File: src/rtl/output_expand.sv
// Re-expands a tile's compact owned-channel stream to total_ochan beats per pixel, filling non-owned channels.
// One-cycle output register (zero latency when the tile owns every channel); ready_i low holds register and counter.
module output_expand #(
  parameter int              qw          = 8,
  parameter int              total_ochan = 8,
  parameter int              start_ochan = 0,
  parameter int              end_ochan   = 8,
  parameter logic [qw-1:0]   FILL        = '0
) (
  input  logic          clk,
  input  logic          rstn,
  input  logic [qw-1:0] data_i,
  input  logic          valid_i,
  output logic          ready_o,
  output logic [qw-1:0] data_o,
  output logic          valid_o,
  input  logic          ready_i,
  output logic          last_o
);

  localparam int CW = (total_ochan > 1) ? $clog2(total_ochan) : 1;
  localparam logic [CW-1:0] LAST_C = CW'(total_ochan - 1);
  localparam bit TRANSP = ((end_ochan - start_ochan) == total_ochan);

  logic [CW-1:0] och_cnt;
  logic          out_vld;
  logic          out_last;
  logic [qw-1:0] out_data;

  logic load_en;
  logic in_win;
  logic load;
  logic cnt_wrap;
  logic cnt_adv;

  always_comb begin
    load_en  = ~out_vld | ready_i;
    in_win   = (int'(och_cnt) >= start_ochan) && (int'(och_cnt) < end_ochan);
    load     = load_en & (in_win ? valid_i : 1'b1);
    cnt_wrap = (och_cnt == LAST_C);
    // In transparent mode the counter only tracks accepted beats to generate last_o.
    cnt_adv  = TRANSP ? (valid_i & ready_i) : load;
  end

  always_ff @(posedge clk or negedge rstn) begin
    if (!rstn) begin
      och_cnt  <= '0;
      out_vld  <= 1'b0;
      out_data <= '0;
      out_last <= 1'b0;
    end else begin
      if (cnt_adv) begin
        och_cnt <= cnt_wrap ? '0 : och_cnt + CW'(1);
      end
      if (load) begin
        out_vld  <= 1'b1;
        out_data <= in_win ? data_i : FILL;
        out_last <= cnt_wrap;
      end else if (load_en) begin
        out_vld  <= 1'b0;
      end
    end
  end

  assign ready_o = TRANSP ? ready_i : (load_en & in_win);
  assign data_o  = TRANSP ? data_i  : out_data;
  assign valid_o = TRANSP ? valid_i : out_vld;
  assign last_o  = TRANSP ? cnt_wrap : out_last;

endmodule

File: config.mk
export PLATFORM = sky130hd
export DESIGN_NAME = output_expand
export DESIGN_NICKNAME = d
export VERILOG_FILES = /design/src/rtl/output_expand.sv
export SDC_FILE = /design/constraint.sdc
export NUM_CORES = 1
export LEC_CHECK = 0
export CORE_AREA = 2 2 39 41
export CTS_BUF_LIST = sky130_fd_sc_hd__clkbuf_4 sky130_fd_sc_hd__clkbuf_8
export DETAILED_ROUTE_END_ITERATION = 8
export DIE_AREA = 0 0 41 43
export PLACE_DENSITY = 0.56
export SYNTH_ARGS = -nofsm -noshare
export SYNTH_HDL_FRONTEND = slang
export SYNTH_SLANG_ARGS = --single-unit
File: constraint.sdc
create_clock -name clk -period 1.8 [get_ports clk]
set_clock_uncertainty 0.15 [all_clocks]
set_input_delay 0.27 -clock clk [delete_from_list [all_inputs] [get_ports clk]]
set_output_delay 0.27 -clock clk [all_outputs]
set_load 0.01 [all_outputs]
==> impl_metrics.toml, run 1 <==
[power]
finalPower_mw = 0.419
switching_share_pct = 27.0
leakagePower_nw = 0.129
peakVddDrop_mv = 0.234
p_switching_mw = 0.113
p_clk_share_pct = 32.3
p_int_mw = 0.306
power.density_mw_per_mm2 = 1540
seqPwrFrac_pct = 31.0
p_comb_share_pct = 36.7

[finish]
antenna_cells = 0
multi_input_area_um2 = 86.3
fin_nets = 36
layout_common_cells = "clkdlybuf4s50_1 (5), clkbuf_4 (4), mux2_4 (3), dfrtp_1 (3), ha_1 (2)"
largest_reg_flops = 3
syn_to_final_growth_pct = 14.8
regMostFlops = "och_cnt"
drive_gt1_share_pct = 38.1
register_area_um2 = 75.1
stdcell_count = 37
fillers = 155
top_regs = "och_cnt: 3 flops"
final_common_cell = "clkdlybuf4s50_1"

[place]
port_buffers = 6
dp_cells = 33
place_hpwl_um = 317
place_congestion = 0.487

[routing]
wl_per_cell_um = 10.2
ant_nets = 0
firstDrtPassIters = 1
via_per_inst = 3.35
wl_um = 378
route.detailed.drc = 0
vias = 124
drt_iter0_markers = 0

[critical_path]
cp-end-kind = "output port"
crit_cells = 2
path_common_cell = "clkdlybuf4s50_1"
path_delay_family = "buffers and inverters"
worstSetupStartpointType = "input pin"
reg2regPathDepth = 3
critPathRequiredTime_ps = 1380
cp_cell_sequence = "clkdlybuf4s50_1 -> clkdlybuf4s50_1"
critPathMaxFanout = 2
cp_data_arrival_time_ps = 1300
cp_slowest_cell = "clkdlybuf4s50_1"
worst-path-buf-inv = 2
max_stage_delay_ps = 540
critPathKind = "input pin to output port"

[timing]
finalSetupViolCount = 0
maxSlewHeadroom_pct = 90.4
hold_viol_final = 0
min_period_over_period_pct = 95.8
finalMaxSlewViolations = 0
setup_tns_ps = 0
grt_setup_unrepaired = "no"
tightest_slew_ps = 144
fmax_mhz = 580
period_minus_slack_ps = 1720

[floorplan]
coreArea_mm2 = 0.00138
io_pins = 23
die_y_um = 43
dieArea_mm2 = 0.00176
die_w_um = 41
row_count = 14
initial_utilization_pct = 17.1

[cts]
clk_pin_slew_ps = 40
clockRootBuffer = "clkbuf_4"
cts_setup_buffers = 0
cts_buffers = 3
cts_tree = "yes"
clk_latency_ps = 230
cts_buffer_depth = 2
cts_resized = 1
htree_levels = 1
numClockSinks = 3
hold_buffers = 0

[worst_hold_path]
hp-class = "input pin to async pin"

[yosys]
yosysUniqueCellTypes = 7
ys_seq_area_share_pct = 31.7
syn_area_per_cell_um2 = 11.3
synth_cells = 21
synth_fp_nets = 35
synth-seq-cells = 3
ys_warn_count = 0
syn_area_um2 = 236

[global_route]
grt_first_pass_wirelength_um = 545
grt_max_degree = 4
grt_antenna_before_repair = 0
grt_pass1_vias = 145
overflow = 0
track_usage_pct = 4.80

[status]
outcome = "finished clean"

[run]
cap_violations = 0
[power groups by stage]
| stage | logic, mW | registers, mW | clock network [mW] |
|---|---|---|---|
| 2_1_floorplan | 0.140 | 0.121 | 0 |
| 3_3_place_gp | 0.153 | 0.127 | 0 |
| 3_5_place_dp | 0.167 | 0.127 | 0 |
| 4_1_cts | 0.158 | 0.130 | 0.142 |
| 5_1_grt | 0.177 | 0.132 | 0.152 |
| 6_report | 0.154 | 0.130 | 0.135 |
[layout make-up]
| class | count | area share, % |
|---|---|---|
| multi-input combinational | 8 | 31.8 |
| clock buffer | 4 | 11.1 |
| tap | 16 | 7.37 |
| sequential | 3 | 27.6 |
| timing repair buffer | 6 | 22.1 |
[metrics by stage]
step	hold WS [ps]	setup slack [ps]	utilization, %	area (um2)
final	71.7	75.5	19.6	272
after global routing	61.7	27.3	19.6	272
after CTS	65.5	23.7	19.5	270
after detailed placement	318	66.8	17.5	241
after global placement	308	80.3	17.5	241
after floorplan	-176	451	-	236
[routing by layer]
layer,global-route usage [%],up-vias,wire length (um)
met5,0,-,0
met4,6.00,0,0
met3,0,0,37
met2,7.19,7,210
met1,5.10,60,130
li1,-,57,-
[cells in the mapped netlist (all sizes together)]
cell / instances / area (um2)
mux2: 3 / 45.0
ha: 2 / 25.0
buf: 10 / 75.1
nor2: 1 / 3.75
dfrtp: 3 / 75.1
nor2b: 1 / 6.26
nand2: 1 / 6.26
[path summary, 6_finish.rpt]
kind | startpoint | end | slack, ps
max in group asynchronous | rstn | och_cnt[1] | 1280
hold / removal | rstn | och_cnt[2] | 70
setup / recovery | valid_i | valid_o | 80
hold reg to reg | och_cnt[2] | och_cnt[2] | 370
setup reg to reg | och_cnt[0] | och_cnt[2] | 410
min in group clk | och_cnt[2] | och_cnt[2] | 370
[kinds of logic (layout without fill, tap and decap cells)]
| family | Yosys count | in the layout | share of synthesized area, % |
|---|---|---|---|
| buf+inv | 10 | 10 | 31.7 |
| mux | 3 | 3 | 19.0 |
| flops | 3 | 3 | 31.7 |
| simple gates | 3 | 3 | 6.88 |
| fa+ha+maj | 2 | 2 | 10.6 |
Note: power is estimated with default switching activity, not from simulation.
==> run 2: changes to the inputs <==
- PLACE_DENSITY: 0.56 -> 0.58
- clock period: 1.8 -> 1.5 ns (I/O delays scaled with it)
==> run 2 against run 1 <==
Net effect: non-clock buffer count grew 4; cell area grew 16%; global-route usage grew 2.2 points; clock power grew 23%; via count grew 19%; sequential power grew 23%; total power grew 44%; register-to-register slack lost 220 ps; die area is the same; final cell count grew 11%; first-iteration DRC count grew 2; critical path depth grew 1; critical endpoint is now last_o.
==> impl_metrics.toml, run 2 (synthesis gave the netlist of run 1 again) <==
[finish]
register_area_um2 = 75.1
multi_input_area_um2 = 101
top_regs = "och_cnt: 3 flops"
fillers = 151
syn_to_final_growth_pct = 33.3
stdcell_count = 41
layout_common_cells = "clkbuf_4 (4), buf_4 (4), mux2_4 (3), clkdlybuf4s50_1 (3), dfrtp_1 (3)"
stdcell_area_um2 = 315
drive_gt1_share_pct = 60.0
regMostFlops = "och_cnt"
fin_nets = 40
fin_util_pct = 22.8
antenna_cells = 0
largest_reg_flops = 3

[timing]
finalMaxSlewViolations = 0
period_minus_slack_ps = 1480
hold-worst-slack_ps = 13.3
maxSlewHeadroom_pct = 90.4
grt_setup_unrepaired = "yes"
setup_tns_ps = 0
fin_ws_ps = 24.1
finalSetupViolCount = 0
fmax_mhz = 678
tightest_slew_ps = 144
min_period_over_period_pct = 98.4
hold_viol_final = 0

[cts]
clk_latency_ps = 240
cts_buffer_depth = 2
clk_pin_slew_ps = 40
clockRootBuffer = "clkbuf_4"
cts_tree = "yes"
htree_levels = 1
cts_buffers = 3
numClockSinks = 3

[critical_path]
worstSetupStartpointType = "flip-flop"
critPathRequiredTime_ps = 1120
cp-end-kind = "output port"
cp_slowest_cell = "dfrtp_1"
cp_data_arrival_time_ps = 1100
critPathKind = "flip-flop to output port"
cp_cell_sequence = "ha_2 -> ha_4 -> buf_6"
path_delay_family = "flip-flops"
critPathMaxFanout = 3
max_stage_delay_ps = 380
worst-path-buf-inv = 1

[place]
place_ws_ps = -146
port_buffers = 6
placed_area_um2 = 264
place_hpwl_um = 320
dp_cells = 36
place_congestion = 0.669

[routing]
firstDrtPassIters = 2
ant_nets = 0
wl_per_cell_um = 10.7
vias = 148
drt_iter0_markers = 2
wl_um = 437
route.detailed.drc = 0
via_per_inst = 3.61

[power]
leakagePower_nw = 0.150
power.density_mw_per_mm2 = 1910
finalPower_mw = 0.602
peakVddDrop_mv = 0.361

[floorplan]
dieArea_mm2 = 0.00176
die_y_um = 43
coreArea_mm2 = 0.00138
row_count = 14
initial_utilization_pct = 17.1
die_w_um = 41
io_pins = 23

[global_route]
grt_first_pass_wirelength_um = 669
grt_antenna_before_repair = 0
grt_max_degree = 4
grt_pass1_vias = 176
overflow = 0
track_usage_pct = 7.04

[status]
outcome = "finished clean"

[worst_hold_path]
hp-class = "input pin to async pin"

[run]
cap_violations = 0
## run 2: final cells by class
| class | count | area share (%) |
|---|---|---|
| multi-input cells | 8 | 32.1 |
| repair buffers | 10 | 28.2 |
| clock buffers | 4 | 9.52 |
| flip-flops and latches | 3 | 23.8 |
| well taps | 16 | 6.35 |
## run 2: repair_timing
item,4_1_cts,5_1_grt
hold buffers,0,0
resized for setup,10,0
pin swaps,0,1
gates cloned,0,0
hold endpoints to repair,0,0
setup buffers,0,1
setup endpoints to repair,3,1
## run 2: worst paths after layout
check	endpoint	slack [ps]	cells after the start	from
setup / recovery	last_o	20	3	och_cnt[1]
max in group asynchronous	och_cnt[1]	1050	1	rstn
setup reg to reg	och_cnt[2]	190	3	och_cnt[1]
hold reg to reg	och_cnt[2]	440	1	och_cnt[2]
min in group clk	data_o[3]	300	0	data_i[3]
hold / removal	och_cnt[0]	10	1	rstn
## run 2: report_power, final
part	total (mW)	switching, mW	internal, mW	leakage (nW)
Combinational	0.276	0.0847	0.192	0.0962
Sequential	0.160	0.0363	0.124	0.0356
Clock	0.166	0.0476	0.118	0.0184
Total	0.602	0.169	0.434	0.150
## run 2: routing by layer
layer,global-route usage [%],up-vias,wire length [um]
met3,3.66,4,15
li1,-,65,-
met1,4.53,73,171
met2,8.44,6,220
met5,0,-,0
met4,14.7,0,29
